<file path="src/rtl/alu_sequencer_pkg.sv">
// Shared instruction-set definitions for the 8-bit processor control unit:
// opcodes, sequencer states, instruction field positions and decode flags.
package alu_sequencer_pkg;

  typedef enum logic [3:0] {
    OP_NOOP = 4'h0,
    OP_IN   = 4'h1,
    OP_OUT  = 4'h2,
    OP_MOV  = 4'h3,
    OP_ADD  = 4'h4,
    OP_SUB  = 4'h5,
    OP_NAND = 4'h6,
    OP_SHL  = 4'h7,
    OP_SHR  = 4'h8,
    OP_JMP  = 4'h9,
    OP_JZ   = 4'hA,
    OP_JN   = 4'hB,
    OP_HALT = 4'hF
  } opcode_e;

  typedef enum logic [2:0] {
    ST_FETCH,
    ST_DECODE,
    ST_EXECUTE,
    ST_WRITEBACK,
    ST_FETCH_IMM,
    ST_WAIT_IN,
    ST_HALT
  } state_e;

  // instruction byte layout: [7:4] opcode, [3:2] rd, [1:0] rs
  localparam int OP_MSB = 7;
  localparam int OP_LSB = 4;
  localparam int RD_MSB = 3;
  localparam int RD_LSB = 2;
  localparam int RS_MSB = 1;
  localparam int RS_LSB = 0;

  typedef struct packed {
    logic uses_alu;
    logic writes_reg;
    logic sets_flags;
    logic is_jump;
    logic is_in;
    logic is_out;
    logic is_halt;
  } dec_t;

endpackage

</file>
<file path="src/rtl/alu_seq_decode.sv">
// Combinational opcode classifier; codes C-E and NOOP produce all-zero flags.
module alu_seq_decode
  import alu_sequencer_pkg::*;
(
  input  logic [3:0] opcode,
  output dec_t       dec
);

  always_comb begin
    dec = '0;
    case (opcode)
      OP_IN:   dec.is_in = 1'b1;
      OP_OUT: begin
        dec.uses_alu = 1'b1;
        dec.is_out   = 1'b1;
      end
      OP_MOV: begin
        dec.uses_alu   = 1'b1;
        dec.writes_reg = 1'b1;
      end
      OP_ADD, OP_SUB, OP_NAND, OP_SHL, OP_SHR: begin
        dec.uses_alu   = 1'b1;
        dec.writes_reg = 1'b1;
        dec.sets_flags = 1'b1;
      end
      OP_JMP, OP_JZ, OP_JN: dec.is_jump = 1'b1;
      OP_HALT: dec.is_halt = 1'b1;
      default: dec = '0;
    endcase
  end

endmodule

</file>
<file path="src/rtl/alu_sequencer.sv">
// Multi-cycle fetch/decode/execute controller: owns the PC, the latched
// opcode, the Z/N flags and the register-file / ALU / port handshakes.
//
// state        | meaning
// FETCH        | request byte at pc, latch opcode and selects on instrValid
// DECODE       | classify opcode, selects already driving rd/rs
// EXECUTE      | aluOpCode = opcode; OUT strobes here and returns to FETCH
// WRITEBACK    | register write strobe, flag update for arithmetic ops
// FETCH_IMM    | fetch jump target byte, resolve taken/not taken
// WAIT_IN      | stall until inValid, then write port data to rd
// HALT         | parked until reset
module alu_sequencer
  import alu_sequencer_pkg::*;
#(
  parameter int                ADDR_W   = 8,
  parameter logic [ADDR_W-1:0] RESET_PC = '0
) (
  input  logic              clk,
  input  logic              rstN,
  output logic [ADDR_W-1:0] instrAddr,
  output logic              instrReq,
  input  logic [7:0]        instrData,
  input  logic              instrValid,
  output logic [3:0]        aluOpCode,
  input  logic              aluZ,
  input  logic              aluN,
  output logic [1:0]        regSelA,
  output logic [1:0]        regSelB,
  output logic [1:0]        regWriteSel,
  output logic              regWriteEn,
  output logic              wbSrcIn,
  input  logic              inValid,
  output logic              inAck,
  output logic              outStrobe,
  output logic              flagZ,
  output logic              flagN,
  output logic              halted
);

  state_e            state_q, state_d;
  logic [ADDR_W-1:0] pc_q, pc_d;
  logic [3:0]        op_q, op_d;
  logic [3:0]        alu_op_q, alu_op_d;
  logic [1:0]        sel_a_q, sel_a_d;
  logic [1:0]        sel_b_q, sel_b_d;
  logic [1:0]        wr_sel_q, wr_sel_d;
  logic              wr_en_q, wr_en_d;
  logic              out_stb_q, out_stb_d;
  logic              req_q, req_d;
  logic              halted_q, halted_d;
  logic              flag_z_q, flag_z_d;
  logic              flag_n_q, flag_n_d;
  dec_t              dec;
  logic              jump_taken;
  logic              in_fire;

  alu_seq_decode u_decode (
    .opcode (op_q),
    .dec    (dec)
  );

  // The IN handshake must write in the very cycle inValid is seen, so it is
  // decoded from the current state rather than registered.
  assign in_fire = (state_q == ST_WAIT_IN) && inValid;

  always_comb begin
    jump_taken = 1'b0;
    case (op_q)
      OP_JMP:  jump_taken = 1'b1;
      OP_JZ:   jump_taken = flag_z_q;
      OP_JN:   jump_taken = flag_n_q;
      default: jump_taken = 1'b0;
    endcase
  end

  always_comb begin
    state_d   = state_q;
    pc_d      = pc_q;
    op_d      = op_q;
    alu_op_d  = alu_op_q;
    sel_a_d   = sel_a_q;
    sel_b_d   = sel_b_q;
    wr_sel_d  = wr_sel_q;
    wr_en_d   = 1'b0;
    out_stb_d = 1'b0;
    req_d     = req_q;
    halted_d  = halted_q;
    flag_z_d  = flag_z_q;
    flag_n_d  = flag_n_q;
    case (state_q)
      ST_FETCH: begin
        if (instrValid) begin
          op_d     = instrData[OP_MSB:OP_LSB];
          sel_a_d  = instrData[RD_MSB:RD_LSB];
          sel_b_d  = instrData[RS_MSB:RS_LSB];
          wr_sel_d = instrData[RD_MSB:RD_LSB];
          pc_d     = pc_q + ADDR_W'(1);
          req_d    = 1'b0;
          state_d  = ST_DECODE;
        end
      end
      ST_DECODE: begin
        if (dec.is_halt) begin
          halted_d = 1'b1;
          state_d  = ST_HALT;
        end else if (dec.is_jump) begin
          req_d   = 1'b1;
          state_d = ST_FETCH_IMM;
        end else if (dec.is_in) begin
          state_d = ST_WAIT_IN;
        end else if (dec.uses_alu) begin
          alu_op_d  = op_q;
          out_stb_d = dec.is_out;
          state_d   = ST_EXECUTE;
        end else begin
          req_d   = 1'b1;
          state_d = ST_FETCH;
        end
      end
      ST_EXECUTE: begin
        if (dec.is_out) begin
          alu_op_d = OP_NOOP;
          req_d    = 1'b1;
          state_d  = ST_FETCH;
        end else begin
          wr_en_d = dec.writes_reg;
          state_d = ST_WRITEBACK;
        end
      end
      ST_WRITEBACK: begin
        if (dec.sets_flags) begin
          flag_z_d = aluZ;
          flag_n_d = aluN;
        end
        alu_op_d = OP_NOOP;
        req_d    = 1'b1;
        state_d  = ST_FETCH;
      end
      ST_WAIT_IN: begin
        if (inValid) begin
          req_d   = 1'b1;
          state_d = ST_FETCH;
        end
      end
      ST_FETCH_IMM: begin
        if (instrValid) begin
          pc_d    = jump_taken ? ADDR_W'(instrData) : pc_q + ADDR_W'(1);
          state_d = ST_FETCH;
        end
      end
      ST_HALT: state_d = ST_HALT;
      default: begin
        alu_op_d = OP_NOOP;
        req_d    = 1'b1;
        state_d  = ST_FETCH;
      end
    endcase
  end

  always_ff @(posedge clk or negedge rstN) begin
    if (!rstN) begin
      state_q   <= ST_FETCH;
      pc_q      <= RESET_PC;
      op_q      <= OP_NOOP;
      alu_op_q  <= OP_NOOP;
      sel_a_q   <= 2'd0;
      sel_b_q   <= 2'd0;
      wr_sel_q  <= 2'd0;
      wr_en_q   <= 1'b0;
      out_stb_q <= 1'b0;
      req_q     <= 1'b1;
      halted_q  <= 1'b0;
      flag_z_q  <= 1'b0;
      flag_n_q  <= 1'b0;
    end else begin
      state_q   <= state_d;
      pc_q      <= pc_d;
      op_q      <= op_d;
      alu_op_q  <= alu_op_d;
      sel_a_q   <= sel_a_d;
      sel_b_q   <= sel_b_d;
      wr_sel_q  <= wr_sel_d;
      wr_en_q   <= wr_en_d;
      out_stb_q <= out_stb_d;
      req_q     <= req_d;
      halted_q  <= halted_d;
      flag_z_q  <= flag_z_d;
      flag_n_q  <= flag_n_d;
    end
  end

  assign instrAddr   = pc_q;
  assign instrReq    = req_q;
  assign aluOpCode   = alu_op_q;
  assign regSelA     = sel_a_q;
  assign regSelB     = sel_b_q;
  assign regWriteSel = wr_sel_q;
  assign regWriteEn  = wr_en_q | in_fire;
  assign wbSrcIn     = in_fire;
  assign inAck       = in_fire;
  assign outStrobe   = out_stb_q;
  assign flagZ       = flag_z_q;
  assign flagN       = flag_n_q;
  assign halted      = halted_q;

endmodule

</file>
<file path="config.mk">
export PLATFORM = sky130hd
export DESIGN_NAME = alu_sequencer
export DESIGN_NICKNAME = d
export VERILOG_FILES = /design/src/rtl/alu_sequencer_pkg.sv /design/src/rtl/alu_seq_decode.sv /design/src/rtl/alu_sequencer.sv
export SDC_FILE = /design/constraint.sdc
export NUM_CORES = 1
export LEC_CHECK = 0
export BUFFER_PORTS_ARGS = -buffer_cell sky130_fd_sc_hd__buf_2
export CAP_MARGIN = 40
export CORE_ASPECT_RATIO = 1.5
export CORE_MARGIN = 1
export CORE_UTILIZATION = 52
export DETAILED_ROUTE_END_ITERATION = 10
export PLACE_DENSITY = 0.81
export RECOVER_POWER = 100
export REMOVE_ABC_BUFFERS = 1
export SYNTH_ARGS = -nofsm -noshare
export SYNTH_HDL_FRONTEND = slang
export SYNTH_HIERARCHICAL = 1
export SYNTH_SLANG_ARGS = --single-unit
</file>
<file path="constraint.sdc">
create_clock -name clk -period 2.7 [get_ports clk]
set_clock_uncertainty 0.15 [all_clocks]
set_input_delay 0.675 -clock clk [delete_from_list [all_inputs] [get_ports clk]]
set_output_delay 0.675 -clock clk [all_outputs]
set_load 0.01 [all_outputs]
</file>
---- Word level (Yosys, flattened, before mapping) ----
Cells that the tools add are included.
storage, ports and cells
  bits in registers ....................... 29
  word-level logic and storage cells ...... 102
cells by class
  add/sub/neg operators ................... 1
  equal/unequal tests ..................... 28
  muxes and demuxes ....................... 42
  bitwise gates (word level) .............. 3
  reductions and logical operators ........ 16
operators with widths
  cell                 number
  $mux 8               3
  $mux 1               21
  $eq 4x4->1 const B   5
  $mux 4               5
  $mux 3               6
  $pmux 3 s6           1
  $eq 4x3->1 const B   4
  $ne 2x2->1 const B   8
  $pmux 8 s2           1
  $pmux 4 s3           1
  $eq 3x3->1 const B   3
  $add 8x1->8 const B  1
  $eq 4x2->1 const B   2
  $reduce_and 7->1     1
  $reduce_or 7->1      1
  $eq 3x2->1 const B   2
  $ne 3x3->1 const B   2
  $reduce_and 2->1     3
  $reduce_and 3->1     2
  $reduce_and 6->1     1
  $reduce_or 6->1      1
  $pmux 1 s5           1
  $reduce_or 5->1      1
  $eq 4x1->1 const B   1
  11 further kinds     13

---- Longest topological paths before layout ----
  word-level depth ........................ 8
  mapped depth ............................ 6
  mapped depth without buffers ............ 6

---- Cells and area by module ----
Netlist, hierarchy kept.
modules (own cells, without submodules)
  module          times used  cells each  area each (um^2)
  alu_sequencer   1           140         1507.7
  alu_seq_decode  1           11          75.1

---- Worst setup path before layout ----
OpenSTA, ideal clock, no wires.
  path kind ............................... input to output
  from .................................... in inValid
  to ...................................... out regWriteEn
  arrival time ............................ 1178 ps
  data required time ...................... 1875 ps
  slack ................................... 697 ps
  stages .................................. 2
  cell sequence ........................... and3_1 > or2_2
between the ends
  cells in the longest elaborated chain, start to end .. 2
ends and longest elaborated chain
  element            line                  source
  from (decl)        alu_sequencer.sv:32   input logic inValid,
  $logic_and 1x1->1  alu_sequencer.sv:64   assign in_fire = (state_q == ST_WAIT_IN) && inValid;
  $or 1x1->1         alu_sequencer.sv:198  assign regWriteEn = wr_en_q | in_fire;
  to (decl)          alu_sequencer.sv:30   output logic regWriteEn,
Every way passes these cells.

---- Final worst setup path ----
  from .................................... reg state_q[0]
  to ...................................... reg pc_q[4], in the netlist instrAddr[4]
between the ends
  cells in the longest elaborated chain, start to end .. 3
  elaborated cells between the ends (all ways) .. 7
  classes of those cells .................. eq/ne: 3; mux: 1; reduce/logical: 3
ends and longest elaborated chain
  element                                                           line                  source
  from (decl)                                                       alu_sequencer.sv:40   state_e state_q, state_d;
  from (signal assigned)                                            alu_sequencer.sv:176  state_q <= state_d;
  $eq 3x3->1 / $logic_not 3->1 (equally long branches)              alu_sequencer.sv:90   case (state_q)
  $ne 2x2->1 (no line) / $reduce_bool 2->1 (equally long branches)  -
  $reduce_and 3->1 (no line)                                        -
  to (signal assigned)                                              alu_sequencer.sv:177  pc_q <= pc_d;
  to (decl)                                                         alu_sequencer.sv:41   logic [ADDR_W-1:0] pc_q, pc_d;
Parallel ways exist; a longest one is shown, timed or not.
A chain may end at the register's enable or synchronous reset.

==> results.py <==
metrics = {
    "logic_synthesis": {
        "avgSynthCellArea_um2": 10.5,
        "synth.distinct_cells": 47,
        "synthXorXnorAreaFrac": 0,
        "yosys.area_share.simple": 0.217,
        "synth_fa_ha_area_frac": 0.00791,
        "ys.flop_type": "dfrtp_1",
        "yosysSeqAreaShare": 0.459,
        "syn-cell-area_mm2": 0.00158,
        "synth_edf_count": 0,
        "synthMuxAreaShare": 0.109,
        "synthArstFlopShare": 1.00,
        "yosys_warnings": 6,
        "synth_compound_area_frac": 0.165,
        "netlist_instances": 151,
        "yosys_register_bits": 29,
        "synth_top_family_by_area": "simple AND/OR/NAND/NOR gates",
    },
    "die": {
        "dieArea_mm2": 0.00327,
        "coreArea_mm2": 0.00291,
        "die_height_um": 69.6,
        "die_width_um": 47.0,
        "row_count": 24,
        "pin_count": 40,
        "initial_utilization": 0.543,
    },
    "power": {
        "peakVddDrop_v": 0.000718,
        "switching_share": 0.397,
        "p_per_area_mw_per_mm2": 1190,
        "p_seq_frac": 0.391,
        "internal_power_uw": 1360,
        "power.leakage_uw": 0.000835,
        "switchingPower_uw": 892,
        "combPwrFrac": 0.402,
        "clock_power_share": 0.206,
    },
    "timing": {
        "hold_violations": 0,
        "slew_violations": 30,
        "tightest_slew_ns": 1.58,
        "period_needed_ns": 2.32,
        "max_freq_ghz": 0.432,
        "post-route-period-util": 0.858,
        "setup_tns_ns": 0,
        "setup_viol_count_final": 0,
        "slew_headroom": -0.0540,
        "rsz0062_at_grt": "no",
    },
    "cells_and_area": {
        "instances_no_fill": 234,
        "area_growth_syn_to_layout_pct": 19.0,
        "postLayoutCellArea_mm2": 0.00188,
        "most-common-layout-cells": "clkbuf_1 (29), dfrtp_1 (28), buf_2 (12)",
        "drive_above_1_share": 0.195,
        "final_nets": 209,
        "final_common_cell": "clkbuf_1",
        "diodes": 0,
    },
    "worst_setup_path": {
        "crit_family": "simple AND/OR/NAND/NOR gates",
        "arrival_ns": 2.37,
        "start_kind": "register",
        "cp_slowest_cell": "nand4b_1",
        "worst-setup-path-type": "reg -> reg",
        "reg2reg_from": "state_q[0]",
        "cp_max_fo": 16,
        "worstPathCellList": "nor3b_1, nand4b_1, a21oi_1, a2bb2oi_1",
        "required_ns": 2.75,
        "critPathLaunch": "state_q[0]",
        "path_buf_inv": 0,
        "max_stage_delay_ns": 0.67,
        "endpoint_kind": "register",
    },
    "clock_tree": {
        "cts_tree": "built",
        "clkLatencyLatePin_ns": 0.28,
        "cts_setup_buffers": 0,
        "cts_resized": 0,
        "cts_hold_buf": 0,
        "htree_num_levels": 2,
        "cts_buffers": 5,
        "clock_path_buffers": 2,
        "clock-sinks": 29,
        "clk_pin_slew_ns": 0.06,
        "clockRootBuffer": "clkbuf_8",
    },
    "hold_path": {
        "min-delay-start": "halted",
        "min_path_type": "reg -> reg",
    },
    "routing": {
        "via_per_inst": 5.95,
        "routedWlPerCell_um": 15.2,
        "first_iter_violations": 41,
        "totalWireLength_mm": 3.57,
        "drtAntennaViolNets": 0,
        "drc": 0,
        "dr.pass1.iters": 4,
        "via_count": 1393,
    },
    "placement": {
        "portBuffers": 39,
        "routabilityCongestion": 0.914,
        "placed_cell_area_mm2": 0.00181,
        "dpl.hpwl_mm": 2.56,
        "dpl.cell_count": 226,
    },
    "grt": {
        "track_usage": 0.262,
        "grt_first_pass_wirelength_mm": 6.18,
        "antenna_found_initial": 0,
        "grt_pass1_vias": 1378,
        "grt_max_degree": 30,
        "grt_overflow_total": 0,
    },
    "run_status": {
        "violations": "capacitance limit, slew limit",
        "outcome": "finished with violations",
    },
    "flow_run": {
        "cap_violations": 1,
    },
}
## per-stage QoR
| step | worst slack (ns) | hold WS [ns] | util | total power, uW |
|---|---|---|---|---|
| 2_1_floorplan | 0.639 | 0.229 | - | 1460 |
| 3_3_place_gp | 0.460 | 0.297 | 0.623 | 1790 |
| 3_5_place_dp | 0.409 | 0.308 | 0.623 | 1820 |
| 4_1_cts | 0.425 | 0.294 | 0.663 | 2300 |
| 5_1_grt | 0.218 | 0.356 | 0.646 | 2410 |
| 6_report | 0.383 | 0.322 | 0.646 | 2250 |
## worst paths after layout
kind                                      to  slack (ns)  cells past startpoint
worst max-delay path            instrAddr[4]        0.38                      4
worst min-delay path                  halted        0.32                      1
worst max register to register  instrAddr[4]        0.38                      4
worst min register to register        halted        0.32                      1
max in group asynchronous              flagN        0.84                      1
min in group asynchronous         state_q[1]        0.63                      1
## layer usage
layer | vias up | wire [um] | global-route usage
li1 | 649 | - | -
met4 | 0 | 90 | 0.137
met2 | 53 | 1920 | 0.443
met1 | 682 | 1370 | 0.290
met5 | - | 0 | 0
met3 | 9 | 182 | 0.0495
## cell families (layout without fill, tap and decap cells)
| group | Yosys count | after routing |
|---|---|---|
| adders and majority gates | 1 | 1 |
| DFF | 29 | 29 |
| buffers and inverters | 12 | 56 |
| AOI/OAI and AO/OA | 38 | 38 |
| and+or+nand+nor | 55 | 55 |
| muxes | 16 | 16 |
## sequential cells by signal, summed over array words and instances (netlist names)
name	cells
regWriteSel	2
outStrobe	1
instrReq	1
halted	1
regSelB	2
aluOpCode	4
op_q	4
flagZ	1
state_q	3
flagN	1
wr_en_q	1
instrAddr	8
## synth_stat cells, types with 3 or more instances
cell type	n	area (um^2)
dfrtp_1	28	701
nor4b_1	3	26.3
o21ai_0	8	40.0
mux2i_1	6	60.1
clkbuf_1	3	11.3
and3_1	3	18.8
a22o_1	4	35.0
nor2_1	5	18.8
nand2_1	11	41.3
inv_1	4	15.0
nor2b_1	4	25.0
nand3_1	6	30.0
mux2_2	10	113
buf_4	3	22.5
a21oi_1	8	40.0
a2bb2oi_1	7	61.3
## worst reg2reg max path: cells and delay by family, from the launching register on
kind             cells  cell delay [ns]
AO/OA/AOI/OAI        2             0.64
AND/OR/NAND/NOR      2             0.93
flip-flops           1             0.52
## power by group through the flow
| stage | sequential (uW) | clock, uW | combinational [uW] |
|---|---|---|---|
| finish | 880 | 463 | 905 |
| global route | 915 | 487 | 1010 |
| CTS | 868 | 475 | 956 |
| detailed placement | 872 | 0 | 953 |
| global placement | 861 | 0 | 925 |
| floorplan | 910 | 0 | 547 |
## area by class of cell
type | count | area [um^2]
Fill cell | 285 | 1030
Clock inverter | 1 | 30.0
Multi-Input combinational cell | 110 | 781
Tap cell | 39 | 48.8
Clock buffer | 7 | 86.3
Sequential cell | 29 | 727
Timing Repair Buffer | 44 | 195
Inverter | 4 | 15.0
(Power assumes the default switching activity.)
